File: config.mk
export PLATFORM = sky130hd
export DESIGN_NAME = axi_lite_mem_adapter
export DESIGN_NICKNAME = d
export VERILOG_FILES = /design/src/rtl/axi_lite_mem_adapter.sv
export SDC_FILE = /design/constraint.sdc
export NUM_CORES = 1
export LEC_CHECK = 0
export CAP_MARGIN = 0
export CELL_PAD_IN_SITES_DETAIL_PLACEMENT = 1
export CELL_PAD_IN_SITES_GLOBAL_PLACEMENT = 1
export CORE_AREA = 4 4 162 164
export CTS_CLUSTER_DIAMETER = 50
export CTS_CLUSTER_SIZE = 40
export DETAILED_ROUTE_END_ITERATION = 10
export DIE_AREA = 0 0 166 168
export GPL_ROUTABILITY_DRIVEN = 1
export PLACE_DENSITY = 0.77
export SLEW_MARGIN = 20
export SYNTH_ARGS = -nofsm -noshare
export SYNTH_HDL_FRONTEND = slang
export SYNTH_SLANG_ARGS = --single-unit
File: constraint.sdc
create_clock -name clk_i -period 3 [get_ports clk_i]
set_clock_uncertainty 0.2 [all_clocks]
set_input_delay 0.9 -clock clk_i [delete_from_list [all_inputs] [get_ports clk_i]]
set_output_delay 0.9 -clock clk_i [all_outputs]
set_load 0.02 [all_outputs]
File: src/rtl/axi_lite_mem_adapter.sv
// AXI-Lite device port onto a single-port synchronous SRAM with 1-cycle read latency.
// One transaction in flight; reads and writes alternate when both are pending.
module axi_lite_mem_adapter #(
  parameter int unsigned DataWidth    = 64,
  parameter int unsigned AddrWidth    = 56,
  parameter int unsigned MemAddrWidth = 12
) (
  input  logic                      clk_i,
  input  logic                      rst_ni,

  input  logic                      host_aw_valid,
  output logic                      host_aw_ready,
  input  logic [AddrWidth-1:0]      host_aw_addr,
  input  logic [2:0]                host_aw_prot,
  input  logic                      host_w_valid,
  output logic                      host_w_ready,
  input  logic [DataWidth-1:0]      host_w_data,
  input  logic [DataWidth/8-1:0]    host_w_strb,
  output logic                      host_b_valid,
  input  logic                      host_b_ready,
  output logic [1:0]                host_b_resp,
  input  logic                      host_ar_valid,
  output logic                      host_ar_ready,
  input  logic [AddrWidth-1:0]      host_ar_addr,
  input  logic [2:0]                host_ar_prot,
  output logic                      host_r_valid,
  input  logic                      host_r_ready,
  output logic [DataWidth-1:0]      host_r_data,
  output logic [1:0]                host_r_resp,

  output logic                      mem_req_o,
  output logic                      mem_we_o,
  output logic [MemAddrWidth-1:0]   mem_addr_o,
  output logic [DataWidth-1:0]      mem_wdata_o,
  output logic [DataWidth/8-1:0]    mem_wmask_o,
  input  logic [DataWidth-1:0]      mem_rdata_i
);

  localparam int unsigned ByteOffW = $clog2(DataWidth / 8);
  localparam int unsigned WordHi   = MemAddrWidth + ByteOffW;
  localparam logic [1:0]  RespOkay   = 2'b00;
  localparam logic [1:0]  RespSlvErr = 2'b10;

  typedef enum logic [1:0] {StIdle, StWResp, StRData, StRHold} state_e;

  state_e               state_q, state_d;
  logic                 last_wr_q, last_wr_d;
  logic [1:0]           resp_q, resp_d;
  logic                 rd_err_q, rd_err_d;
  logic [DataWidth-1:0] rdata_q, rdata_d;

  logic aw_in_range, ar_in_range;
  logic wr_elig, rd_elig, grant_wr, grant_rd;

  logic unused_prot;
  assign unused_prot = ^{host_aw_prot, host_ar_prot};

  assign aw_in_range = (host_aw_addr >> WordHi) == '0;
  assign ar_in_range = (host_ar_addr >> WordHi) == '0;

  // A write needs both AW and W; on a tie the side that lost last time wins.
  assign wr_elig  = host_aw_valid && host_w_valid;
  assign rd_elig  = host_ar_valid;
  assign grant_wr = (state_q == StIdle) && wr_elig && (!rd_elig || !last_wr_q);
  assign grant_rd = (state_q == StIdle) && rd_elig && !grant_wr;

  assign mem_addr_o  = grant_wr ? host_aw_addr[WordHi-1:ByteOffW]
                                : host_ar_addr[WordHi-1:ByteOffW];
  assign mem_wdata_o = host_w_data;
  assign mem_wmask_o = host_w_strb;
  assign host_b_resp = resp_q;
  assign host_r_resp = resp_q;

  always_comb begin
    state_d       = state_q;
    last_wr_d     = last_wr_q;
    resp_d        = resp_q;
    rd_err_d      = rd_err_q;
    rdata_d       = rdata_q;
    host_aw_ready = 1'b0;
    host_w_ready  = 1'b0;
    host_ar_ready = 1'b0;
    host_b_valid  = 1'b0;
    host_r_valid  = 1'b0;
    host_r_data   = rdata_q;
    mem_req_o     = 1'b0;
    mem_we_o      = 1'b0;

    unique case (state_q)
      StIdle: begin
        if (grant_wr) begin
          host_aw_ready = 1'b1;
          host_w_ready  = 1'b1;
          mem_req_o     = aw_in_range;
          mem_we_o      = 1'b1;
          resp_d        = aw_in_range ? RespOkay : RespSlvErr;
          last_wr_d     = 1'b1;
          state_d       = StWResp;
        end else if (grant_rd) begin
          host_ar_ready = 1'b1;
          mem_req_o     = ar_in_range;
          resp_d        = ar_in_range ? RespOkay : RespSlvErr;
          rd_err_d      = !ar_in_range;
          last_wr_d     = 1'b0;
          state_d       = StRData;
        end
      end
      StWResp: begin
        host_b_valid = 1'b1;
        if (host_b_ready) state_d = StIdle;
      end
      StRData: begin
        // SRAM data is only valid this cycle; keep a copy in case R stalls.
        host_r_valid = 1'b1;
        host_r_data  = rd_err_q ? '0 : mem_rdata_i;
        rdata_d      = host_r_data;
        state_d      = host_r_ready ? StIdle : StRHold;
      end
      StRHold: begin
        host_r_valid = 1'b1;
        if (host_r_ready) state_d = StIdle;
      end
      default: state_d = StIdle;
    endcase
  end

  always_ff @(posedge clk_i or negedge rst_ni) begin
    if (!rst_ni) begin
      state_q   <= StIdle;
      last_wr_q <= 1'b0;
      resp_q    <= RespOkay;
      rd_err_q  <= 1'b0;
      rdata_q   <= '0;
    end else begin
      state_q   <= state_d;
      last_wr_q <= last_wr_d;
      resp_q    <= resp_d;
      rd_err_q  <= rd_err_d;
      rdata_q   <= rdata_d;
    end
  end

endmodule

=== Word level (Yosys, flattened, before mapping) ===
Index checks and enable logic that the tools add are counted.
W data, S select, Z words.

* Register bits: 70
* Latch bits: 0
* RAM bits: 0
* Memory bits (read-only): 0
* Input port bits: 261
* Output and inout port bits: 159
* Memories kept: 0

* Add/sub/neg operators: 0
* $mul: 0
* Div/mod/pow operators: 0
* $lt $le $gt $ge: 0
* Equality and inequality tests: 6
* Shift operators: 0
* Mux-type cells: 25
* Bitwise gates (word level): 1
* Reduce and logical (&&, ||, !) cells: 18

{| class="wikitable"
|+ Operators with widths
! cell !! count
|-
| $mux W64 || 2
|-
| $logic_not A56 Y1 || 2
|-
| $mux W2 || 9
|-
| $mux W1 || 12
|-
| $mux W12 || 1
|-
| $pmux W2 S4 || 1
|-
| $reduce_and A3 Y1 || 2
|-
| $logic_and A1 B1 Y1 || 5
|-
| $eq A2 B2 Y1 const B || 2
|-
| $logic_not A1 Y1 || 4
|-
| $ne A2 B2 Y1 const B || 2
|-
| $ne A3 B3 Y1 const B || 1
|-
| $eq A2 B1 Y1 const B || 1
|-
| $logic_not A2 Y1 || 1
|-
| $reduce_and A2 Y1 || 1
|-
| $reduce_bool A2 Y1 || 1
|-
| $reduce_or A2 Y1 || 1
|-
| $logic_or A1 B1 Y1 || 1
|-
| $not A1 Y1 || 1
|}

=== Longest topological paths before layout ===
* Depth in word-level cells: 8
* Gate-level depth with buffers: 7
* Mapped depth without buffers: 4

=== Worst setup path after synthesis ===
OpenSTA, ideal clock, no wires.

* Path type: input-to-output
* Start point: input port host_ar_addr[16]
* End point: output port mem_req_o
* Arrival time: 1.833 ns
* Slack: 0.067 ns
* Stages: 4
* Cell sequence: nor4_1 > nand4_1 > nor4_2 > or2_1

* Cells in the longest elaborated chain, start to end: 4

{| class="wikitable"
|+ Ends and longest elaborated chain
! element !! line !! source
|-
| start, declared || 24 || <nowiki>input logic [AddrWidth-1:0] host_ar_addr,</nowiki>
|-
| $logic_not A56 Y1 || 59 || <nowiki>assign ar_in_range = (host_ar_addr >> WordHi) == '0;</nowiki>
|-
| $mux W1 || 99 || <nowiki>end else if (grant_rd) begin</nowiki>
|-
| $mux W1 || 91 || <nowiki>if (grant_wr) begin</nowiki>
|-
| $mux W1 || 89 || <nowiki>unique case (state_q)</nowiki>
|-
| end, declared || 31 || <nowiki>output logic mem_req_o,</nowiki>
|}

No other way between the ends.

=== Final worst setup path ===
* Start point: input port host_aw_addr[55]
* End point: output port mem_req_o

* Cells in the longest elaborated chain, start to end: 3

{| class="wikitable"
|+ Ends and longest elaborated chain
! element !! line !! source
|-
| start, declared || 13 || <nowiki>input logic [AddrWidth-1:0] host_aw_addr,</nowiki>
|-
| $logic_not A56 Y1 || 58 || <nowiki>assign aw_in_range = (host_aw_addr >> WordHi) == '0;</nowiki>
|-
| $mux W1 || 91 ||
|-
| $mux W1 || 89 ||
|}

No other way between the ends.

==> results list <==
* Status: finished with violations
* Failing checks: negative setup slack
- For the worst setup path, the data required time is 1.90 ns.
- 420 I/O pins were placed.
- FP Rows: 58
- Clock sink count: 69
* Post-synth top flop: sky130_fd_sc_hd__dfrtp_1
- Relative to the synthesized area, the layout overhead comes to 82.2%.
- After synthesis, flip-flops and latches occupy 46.9% of the total area.
* Sort of element at the end of the critical path: output pin
- Reg2reg start: state_q[1]
- Data on the critical path arrives at its endpoint at 2.12 ns.
* Syn avg cell area: 8.68 um^2
- Total stage count of the critical path: 6
- Overall die area: 27900 um^2
- Of the total synthesized cell area, the portion taken by AND, OR, NAND and NOR gates is 20.1%.
* Cell count after placement: 969
- The number of slew-limit violations in the final report was 0.
* Critical path type: input pin to output pin
- The worst register-to-register path ends at host_b_resp[1].
* Number of instances in the synthesized netlist: 424
* Hold Slack: 0.277 ns
* Netlist Area Pre-Place: 3680 um^2
* Count of distinct cell types in the synthesized netlist: 26
- Pin count of the biggest net entering global routing: 65
- Worst-case setup margin in the final layout: -0.217 ns
- GPL Wtd Cong: 0.845
- The routed design could run at a clock period as short as 3.22 ns.
- Once detailed placement completed, the half-perimeter wirelength came to 12400 um.
* Leakage: 3.06 nW
- Maximum buffer depth of the clock tree: 2
* CP delay by family, top: simple AND/OR/NAND/NOR gates
- Tightest Hold Check Type: register to register
- Share of post-route cells with drive strength above 1: 35.3%
* Yosys warning count: 0
- The total overflow left after global routing is 0.
- By area the synthesized netlist is led by sky130_fd_sc_hd__dfrtp_1 47%, sky130_fd_sc_hd__buf_4 16%, sky130_fd_sc_hd__nand2_1 13%.
- Power density normalized to cell area: 478 nW/um^2
- Maximum frequency from static timing analysis: 311 MHz
- The floorplan step set the die height to 168 um.
- Worst slack at placement: -1.21 ns
- Combinational family with the most area after synthesis: simple AND/OR/NAND/NOR gates
* Cell seen most often among critical-path stages: sky130_fd_sc_hd__nor4_4
- Worst voltage drop across the vdd grid: 0.416 mV
* Max-cap check violation count: 0
- Most instantiated library cell after synthesis: sky130_fd_sc_hd__nand2_1
- For this run, the total global-route usage over all layers was measured as 11.3%.
- On the critical path, the stage with the largest delay is an instance of sky130_fd_sc_hd__nor4_4.
- The floorplan step defined a core boundary enclosing 24900 um^2.
* Final period utilization: 107%
- The first detailed-routing pass ran for 4 iterations.
- The critical path contains buffers and inverters numbering 2 combined.
- For this block, the via count after detailed routing is 3759.
- In this run the worst setup path begins at host_aw_addr[55].
- After detailed routing, the average wire length per cell comes to 16.4 um.
- Largest area contributor in the synthesized netlist: sky130_fd_sc_hd__dfrtp_1
- Fraction of synthesized cell area taken by the top area cell type: 46.9%
- Final-report hold violation count: 0
* Dpl cell area: 6470 um^2
* Total Routed Length: 16300 um
- Crit start category: input pin
- After detailed routing, the number of vias per cell comes to 3.80.
- The critical path ends at mem_req_o.
- Worst path max stage delay: 0.32 ns
- Number of antenna violations at the first check in global routing: 0
* Global-route wire length before repair: 24600 um
- Counting cells, the worst reg-to-reg path comes to 8.
- The H-tree generated during clock tree synthesis spans 3 levels.
- Chain of cells forming the critical path: buf_2 > nor4_4 > nand4_1 > nor4_4 > or2_4 > buf_6
- Fillcell total: 2921
- Largest fanout of any net on the critical path: 2
* Count of input and output buffers: 261
- Residual DRC count: 0
- Unrepaired setup endpoints after global routing: yes
* Clock tree root driver cell: sky130_fd_sc_hd__clkbuf_16
* Compound-cell area share of the yosys netlist: 9.75%
- Leaving out filler cells and counting taps, the final layout contains 990.
* Starting Density: 14.8%
* Most numerous cell types in the synthesized netlist: 132 x sky130_fd_sc_hd__nand2_1, 77 x sky130_fd_sc_hd__buf_4, 69 x sky130_fd_sc_hd__dfrtp_1
- The worst register-to-register path has a setup slack of 1.16 ns.
* Register clock-pin slew on the reported worst setup and hold paths: 0.06 ns
- In the synthesized netlist the async set-or-reset flop fraction comes to 100%.
- Number of buffers added by the clock tree synthesis step: 9
* EDFF count, synth: 0
- Number of global-route vias before repair: 4152
* Design area: 6710 um^2
* Number of routed nets with antenna violations: 0
- Xor/xnor share of the synthesized area: 0%
- Counting flops and latches in the post-synthesis netlist gives 69.
- The number of antenna diodes in the final layout is 0.
* Post-synthesis mux area share: 3.67%
* Adder-Cell Fraction of Synth Area: 0%
* Overall die width: 166 um
- TritonCTS clock tree: yes
- Setup violations remaining at the end of the flow were counted as 1.
- Skew-Pair Late Insertion Delay: 0.34 ns
* Initial drt markers: 143
* Total design power: 3.21 mW
- Utilization after layout: 27.0%
- Net count reported at finish: 916
- In the final timing run, aggregate negative setup slack is -0.217 ns.
## cell families (layout without fill, tap and decap cells)
| family | count (synthesis) | after routing |
|---|---|---|
| buffers and inverters | 104 | 339 |
| multiplexers | 12 | 12 |
| AND/OR/NAND/NOR | 169 | 169 |
| flip-flops | 69 | 69 |
| AO/OA/AOI/OAI | 69 | 69 |
| other | 1 | 2 |
## per-layer routing
| layer | wire length [um] | global-route usage [%] | vias to the layer above |
|---|---|---|---|
| met1 | 6640 | 13.4 | 1772 |
| met5 | 0 | 0 | - |
| li1 | - | - | 1786 |
| met2 | 7910 | 18.3 | 178 |
| met4 | 226 | 2.55 | 0 |
| met3 | 1510 | 5.61 | 23 |
## cell type report
type / count / area (um^2) / area share, %
timing repair buffer: 319 / 2730 / 40.7
sequential: 69 / 1730 / 25.7
multi-input combinational: 252 / 1480 / 22.0
tap: 330 / 413 / 6.15
clock buffer: 9 / 225 / 3.36
clock inverter: 7 / 120 / 1.79
inverter: 4 / 15.0 / 0.224
## repair_timing
action,CTS,global route
setup endpoints to repair,81,57
gates resized for setup,625,100
gates cloned,1,0
pin swaps,35,19
hold buffers,0,0
setup buffers,3,1
## flip-flops by register name (all words and copies together), names as in the netlist
| register | cells |
|---|---|
| rdata_q | 64 |
| state_q | 2 |
| host_b_resp | 1 |
| last_wr_q | 1 |
| rd_err_q | 1 |
## worst min-delay path, delay by kind of cell (launching register included)
kind / cells / cell delay (ns)
AND/OR/NAND/NOR: 1 / 0.06
AO/OA/AOI/OAI: 1 / 0.06
flip-flops: 1 / 0.32
## power by group
group          internal, mW  total (mW)  switching, mW
sequential            0.949       0.973         0.0239
combinational         0.444       0.954          0.511
clock                 0.818        1.28          0.464
## how the worst min path moves through the flow
stage / from / to / cells after the start / slack [ns]
CTS: rdata_q[58] / rdata_q[58] / 2 / 0.29
floorplan: last_wr_q / last_wr_q / 1 / 0.31
detailed placement: rdata_q[53] / rdata_q[53] / 2 / 0.29
global placement: rdata_q[59] / rdata_q[59] / 2 / 0.27
finish: rdata_q[19] / rdata_q[19] / 2 / 0.28
global route: rdata_q[1] / rdata_q[1] / 2 / 0.32
## cells in the final DEF, fill, tap and decap left out, types with 2 or more instances in the layout
master,synthesis,routed
sky130_fd_sc_hd__buf_12,0,6
sky130_fd_sc_hd__inv_6,0,2
sky130_fd_sc_hd__nand2_1,132,129
sky130_fd_sc_hd__inv_1,4,3
sky130_fd_sc_hd__nor4_4,0,6
sky130_fd_sc_hd__clkdlybuf4s50_1,0,94
sky130_fd_sc_hd__nor4_2,1,9
sky130_fd_sc_hd__buf_6,3,27
sky130_fd_sc_hd__nor4_1,19,5
sky130_fd_sc_hd__mux2_4,0,11
sky130_fd_sc_hd__a21oi_1,2,2
sky130_fd_sc_hd__bufinv_16,0,3
sky130_fd_sc_hd__conb_1,1,2
sky130_fd_sc_hd__clkdlybuf4s15_2,0,8
sky130_fd_sc_hd__o21ai_2,0,3
sky130_fd_sc_hd__o21ai_0,64,15
sky130_fd_sc_hd__buf_4,77,51
sky130_fd_sc_hd__clkdlybuf4s15_1,0,27
sky130_fd_sc_hd__clkbuf_2,0,5
sky130_fd_sc_hd__nor2_1,3,3
sky130_fd_sc_hd__clkbuf_16,0,9
sky130_fd_sc_hd__nor3_2,0,2
sky130_fd_sc_hd__dlygate4sd2_1,0,22
sky130_fd_sc_hd__dfrtp_1,69,69
sky130_fd_sc_hd__nand2_4,0,2
sky130_fd_sc_hd__buf_2,7,78
sky130_fd_sc_hd__o21ai_1,0,46
sky130_fd_sc_hd__nand4_1,4,4
No activity file was read; power rests on OpenSTA's default activity.
